`src/rtl/x86_instr_encoder.sv`:
```
// Serialises one IA-32 ADD/MOV r/m instruction (opcode, ModRM, optional SIB, displacement)
// as a valid/ready byte stream. Define X86_ENC_SIB_EN to emit SIB forms; otherwise they are rejected.
module x86_instr_encoder #(
  parameter int OPC_W  = 8,
  parameter int DISP_W = 32
) (
  input  logic              i_clk,
  input  logic              i_reset,
  input  logic              i_req_valid,
  output logic              o_req_ready,
  input  logic [OPC_W-1:0]  i_opcode,
  input  logic [1:0]        i_mod,
  input  logic [2:0]        i_reg,
  input  logic [2:0]        i_rm,
  input  logic [7:0]        i_sib,
  input  logic [DISP_W-1:0] i_disp,
  output logic [7:0]        o_byte,
  output logic              o_byte_valid,
  input  logic              i_byte_ready,
  output logic              o_last,
  output logic [2:0]        o_instr_len,
  output logic              o_err
);

  typedef enum logic [2:0] {
    IDLE, OPC, MODRM, SIB, DISP, ERR
  } state_t;

  state_t state_reg, state_next;

  logic [OPC_W-1:0]  opcode_reg;
  logic [7:0]        modrm_reg;
  logic [7:0]        sib_reg;
  logic [DISP_W-1:0] disp_reg;
  logic              has_sib_reg, has_disp_reg, disp4_reg;
  logic [1:0]        disp_cnt_reg;
  logic [2:0]        len_reg;

  logic acc_sib, acc_disp, acc_disp4, acc_bad;
  logic accept, xfer, disp_done;

  assign accept    = i_req_valid && (state_reg == IDLE);
  assign xfer      = o_byte_valid && i_byte_ready;
  assign disp_done = !disp4_reg || (disp_cnt_reg == 2'd3);

  // Classify the request at accept time: SIB presence, displacement size, rejection.
  always_comb begin
    acc_sib   = 1'b0;
    acc_disp  = 1'b0;
    acc_disp4 = 1'b0;
    acc_bad   = 1'b0;
    case (i_opcode)
      8'h00, 8'h01, 8'h02, 8'h03, 8'h89, 8'h8B: acc_bad = 1'b0;
      default:                                  acc_bad = 1'b1;
    endcase
    if (i_mod != 2'b11) begin
      if (i_mod == 2'b01) begin
        acc_disp = 1'b1;
      end else if (i_mod == 2'b10) begin
        acc_disp  = 1'b1;
        acc_disp4 = 1'b1;
      end
      if (i_rm == 3'b100) begin
`ifdef X86_ENC_SIB_EN
        acc_sib = 1'b1;
        if (i_mod == 2'b00 && i_sib[2:0] == 3'b101) begin
          acc_disp  = 1'b1;
          acc_disp4 = 1'b1;
        end
`else
        acc_bad = 1'b1;
`endif
      end else if (i_mod == 2'b00 && i_rm == 3'b101) begin
        acc_disp  = 1'b1;
        acc_disp4 = 1'b1;
      end
    end
  end

  always_ff @(posedge i_clk) begin
    if (!i_reset) begin
      state_reg    <= IDLE;
      opcode_reg   <= '0;
      modrm_reg    <= '0;
      sib_reg      <= '0;
      disp_reg     <= '0;
      has_sib_reg  <= 1'b0;
      has_disp_reg <= 1'b0;
      disp4_reg    <= 1'b0;
      disp_cnt_reg <= 2'd0;
      len_reg      <= 3'd0;
    end else begin
      state_reg <= state_next;
      if (accept) begin
        opcode_reg   <= i_opcode;
        modrm_reg    <= {i_mod, i_reg, i_rm};
        sib_reg      <= i_sib;
        disp_reg     <= i_disp;
        has_sib_reg  <= acc_sib;
        has_disp_reg <= acc_disp;
        disp4_reg    <= acc_disp4;
        disp_cnt_reg <= 2'd0;
        len_reg      <= 3'd2 + {2'b00, acc_sib} + (acc_disp4 ? 3'd4 : {2'b00, acc_disp});
      end else if (state_reg == DISP && xfer) begin
        disp_cnt_reg <= disp_cnt_reg + 2'd1;
      end
    end
  end

  always_comb begin
    state_next = state_reg;
    case (state_reg)
      IDLE:  if (i_req_valid) state_next = acc_bad ? ERR : OPC;
      OPC:   if (xfer) state_next = MODRM;
      MODRM: if (xfer) state_next = has_sib_reg ? SIB : (has_disp_reg ? DISP : IDLE);
      SIB:   if (xfer) state_next = has_disp_reg ? DISP : IDLE;
      DISP:  if (xfer && disp_done) state_next = IDLE;
      ERR:   state_next = IDLE;
      default: state_next = IDLE;
    endcase
  end

  // Outputs decode from the state alone, so they stay stable while the sink stalls.
  always_comb begin
    o_byte       = 8'h00;
    o_byte_valid = 1'b0;
    o_last       = 1'b0;
    case (state_reg)
      OPC: begin
        o_byte       = opcode_reg[7:0];
        o_byte_valid = 1'b1;
      end
      MODRM: begin
        o_byte       = modrm_reg;
        o_byte_valid = 1'b1;
        o_last       = !has_sib_reg && !has_disp_reg;
      end
      SIB: begin
        o_byte       = sib_reg;
        o_byte_valid = 1'b1;
        o_last       = !has_disp_reg;
      end
      DISP: begin
        o_byte       = disp_reg[{disp_cnt_reg, 3'b000} +: 8];
        o_byte_valid = 1'b1;
        o_last       = disp_done;
      end
      default: ;
    endcase
  end

  assign o_req_ready = (state_reg == IDLE);
  assign o_err       = (state_reg == ERR);
  assign o_instr_len = o_byte_valid ? len_reg : 3'd0;

endmodule

```
`config.mk`:
```
export PLATFORM = sky130hd
export DESIGN_NAME = x86_instr_encoder
export DESIGN_NICKNAME = d
export VERILOG_FILES = /design/src/rtl/x86_instr_encoder.sv
export SDC_FILE = /design/constraint.sdc
export NUM_CORES = 1
export LEC_CHECK = 0
export BUFFER_PORTS_ARGS = -buffer_cell sky130_fd_sc_hd__clkbuf_2
export CAP_MARGIN = 20
export CORE_MARGIN = 4
export CORE_UTILIZATION = 40
export DETAILED_ROUTE_END_ITERATION = 16
export MAX_ROUTING_LAYER = met4
export SETUP_SLACK_MARGIN = 0.05
export SLEW_MARGIN = 30
export SYNTH_ARGS = -nofsm -noshare
export SYNTH_HDL_FRONTEND = slang
export SYNTH_SLANG_ARGS = --single-unit
```
`constraint.sdc`:
```
create_clock -name i_clk -period 5.2 [get_ports i_clk]
set_input_delay 1.04 -clock i_clk [delete_from_list [all_inputs] [get_ports i_clk]]
set_output_delay 1.04 -clock i_clk [all_outputs]
set_load 0.005 [all_outputs]
```
==> flow_summary.json <==
{
  "finalHoldViolCount": 0,
  "tightest_slew_ns": 0.8134,
  "finalSetupViolations": 0,
  "gp_congestion": 0.8293,
  "ios": 75,
  "rows": 31,
  "rsz0062_at_grt": "no",
  "synth.distinct_cells": 34,
  "fin_hold_ws_ns": 0.4500,
  "synth_edf_count": 0,
  "fin_nets": 480,
  "drtIter0Drc": 172,
  "synth_area_um2": 3074,
  "cts_sinks": 65,
  "cp.depth": 4,
  "p_per_area_nw_per_um2": 364.9,
  "grt_pass1_vias": 2497,
  "grt_util_all_layers_pct": 18.27,
  "n_antenna_cell": 0,
  "rr_endpoint": "has_disp_reg$_SDFFE_PN0P_",
  "synth.largest_area_cell": "dfxtp_1",
  "drv_slew": 0,
  "pre_cts_ws_ns": 2.326,
  "numCtsBuffers": 9,
  "crit_end": "o_byte[4]",
  "rr_startpoint": "state_reg[0]$_SDFFE_PN0P_",
  "final_cell_count_no_fill": 518,
  "ctsRootBufferMaster": "clkbuf_8",
  "fin_setup_tns_ns": 0,
  "clock_latency_ns": 0.33,
  "synth_commonest_cells": "123 x nand2_1, 65 x dfxtp_1, 59 x a21boi_1",
  "slew_headroom_pct": 45.70,
  "critPathLaunchType": "flop",
  "die_area_um2": 9152,
  "numPlacedInstances": 503,
  "maxCapViolations": 0,
  "synth.most_common_cell": "nand2_1",
  "cp_top_family": "flip-flops",
  "crit_path_top_delay_cell": "dfxtp_1",
  "total_power_mw": 1.322,
  "final.fill_count": 737,
  "ys_ff_latch": 65,
  "hold_buffers": 0,
  "core-area_um2": 7370,
  "grt_max_degree": 65,
  "ys_top_cells_by_area": "dfxtp_1 42%, nand2_1 15%, a21boi_1 14%, mux4_2 5.9%, mux2i_1 2.9%",
  "status": "finished clean",
  "async_reset_ff_share_pct": 0,
  "die_w_um": 95.67,
  "worstPathArrival_ns": 2.21,
  "clock_skew_ns": 0.003300,
  "largest_reg_flops": 32,
  "vias": 2546,
  "p_leak_nw": 1.483,
  "cp.required_ns": 4.16,
  "firstDrtPassIters": 4,
  "htreeDepth": 3,
  "post-route-period-util_pct": 62.52,
  "hold_path.class": "reg2reg",
  "yosys_most_used_dff": "dfxtp_1",
  "reg2regPathDepth": 4,
  "multiInputGateArea_um2": 1618,
  "postSynthNetCount": 425,
  "cp.buffers_inverters": 1,
  "wl_per_cell_um": 14.55,
  "postSynthCellCount": 360,
  "final-seq-area_um2": 1301,
  "max_freq_mhz": 307.6,
  "r2r_slack_ns": 3.12,
  "port-buffer-count": 74,
  "path_cells": "nor2b_1 > a22oi_1 > o22ai_1 > clkbuf_2",
  "ir_drop_uv": 185.3,
  "ys_seq_area_share_pct": 42.33,
  "drc": 0,
  "yosysWarnings": 0,
  "die_h_um": 95.67,
  "path_max_fanout": 17,
  "antenna_found_initial": 0,
  "drtAntennaViolNets": 0,
  "layout_setup_ws_ns": 1.949,
  "overflow": 0,
  "hold_start": "len_reg[0]$_SDFFE_PN0P_",
  "cts_tree": "done",
  "avgSynthCellArea_um2": 8.539,
  "grt_pass1_wl_um": 12360,
  "dp_hpwl_um": 5406,
  "post_cts_resize_count": 0,
  "criticalPathCategory": "reg2out",
  "routed_wl_um": 7539,
  "synth_top_cell_area_share_pct": 42.33,
  "layout-drive-gt1-share_pct": 23.87,
  "cp-startpoint": "state_reg[0]$_SDFFE_PN0P_",
  "initial_core_util_pct": 41.71,
  "post_cts_buffers": 0,
  "via_per_inst": 4.915,
  "min_period_ns": 3.251,
  "end_kind": "output pin",
  "clockBufferDepth": 2,
  "clk_pin_slew_ns": 0.07,
  "cp_slowest_stage_delay_ns": 0.85,
  "syn2layout_area_growth_pct": 17.83
}
==> how the worst min path moves through the flow <==
stage | depth (start not counted) | end
final | 2 | len_reg[0]$_SDFFE_PN0P_
after global routing | 2 | disp_reg[17]$_SDFFE_PN0P_
after detailed placement | 2 | len_reg[0]$_SDFFE_PN0P_
after floorplan | 2 | len_reg[0]$_SDFFE_PN0P_
after global placement | 2 | len_reg[0]$_SDFFE_PN0P_
after CTS | 2 | len_reg[0]$_SDFFE_PN0P_
==> cells in the final DEF (no fill, tap or decap) <==
cell	synthesis	routed
nor2_1	9	9
nand2_1	123	123
clkbuf_8	0	11
nor4_1	1	1
bufinv_16	0	1
nor3_4	1	1
mux4_2	8	8
ha_1	5	5
o21a_1	2	2
clkbuf_1	16	1
nor3b_1	1	1
nand2b_1	2	2
a21oi_1	2	2
clkbuf_2	0	73
and3_1	1	1
inv_1	3	3
and4b_1	1	1
clkinv_2	0	2
and2_4	0	1
o41ai_1	1	1
a21boi_1	59	59
a22oi_1	7	7
nand3_1	2	2
dfxtp_1	65	65
o31ai_1	1	1
o21ai_0	2	2
nor2b_1	4	4
mux2i_1	9	9
or3_1	2	2
clkbuf_4	0	1
and2_1	4	3
nand2_4	0	1
mux2_2	1	1
xnor2_1	2	2
a31oi_1	2	2
o22ai_1	9	9
==> power breakdown <==
part           switching, mW  leakage, nW  internal [mW]
registers             0.0570        0.532          0.557
logic                  0.163        0.848          0.121
clock network          0.181        0.102          0.243
total                  0.401         1.48          0.921
==> layout make-up <==
| cell class | instances | area share, % |
|---|---|---|
| sequential | 65 | 35.92 |
| clock buffer | 12 | 4.283 |
| multi-input combinational | 262 | 44.66 |
| clock inverter | 3 | 1.105 |
| inverter | 3 | 0.3109 |
| timing repair buffer | 74 | 10.29 |
| tap | 99 | 3.420 |
==> logic make-up (layout without fill, tap and decap cells) <==
logic type | count (synthesis) | in the layout | synth area share [%]
AOI/OAI and AO/OA | 85 | 85 | 20.02
and+or+nand+nor | 152 | 152 | 20.59
muxes | 18 | 18 | 9.158
DFF | 65 | 65 | 42.33
adders and majority gates | 5 | 5 | 2.035
xor gates and xnor gates | 2 | 2 | 0.5699
buffers and inverters | 33 | 92 | 5.291
==> worst reg2reg max path, stage by stage, from the launching register on <==
cell and delay (ns):
dfxtp_1 0.57, nor3_4 0.40, nand2_4 0.41, or3_1 0.51, a21boi_1 0.14
==> per-layer routing <==
layer / global-route usage (%) / part of all wire, %
met5: - / 0
met4: 6.043 / 1.1
met3: 4.025 / 5.0
met2: 27.10 / 45
met1: 24.67 / 49
==> through the flow <==
stage | util [%] | instance area [um^2]
2_1_floorplan | - | 3074
3_3_place_gp | 46.38 | 3418
3_5_place_dp | 46.50 | 3427
4_1_cts | 49.15 | 3622
5_1_grt | 49.15 | 3622
6_report | 49.15 | 3622
Note: power is estimated with default switching activity, not from simulation.
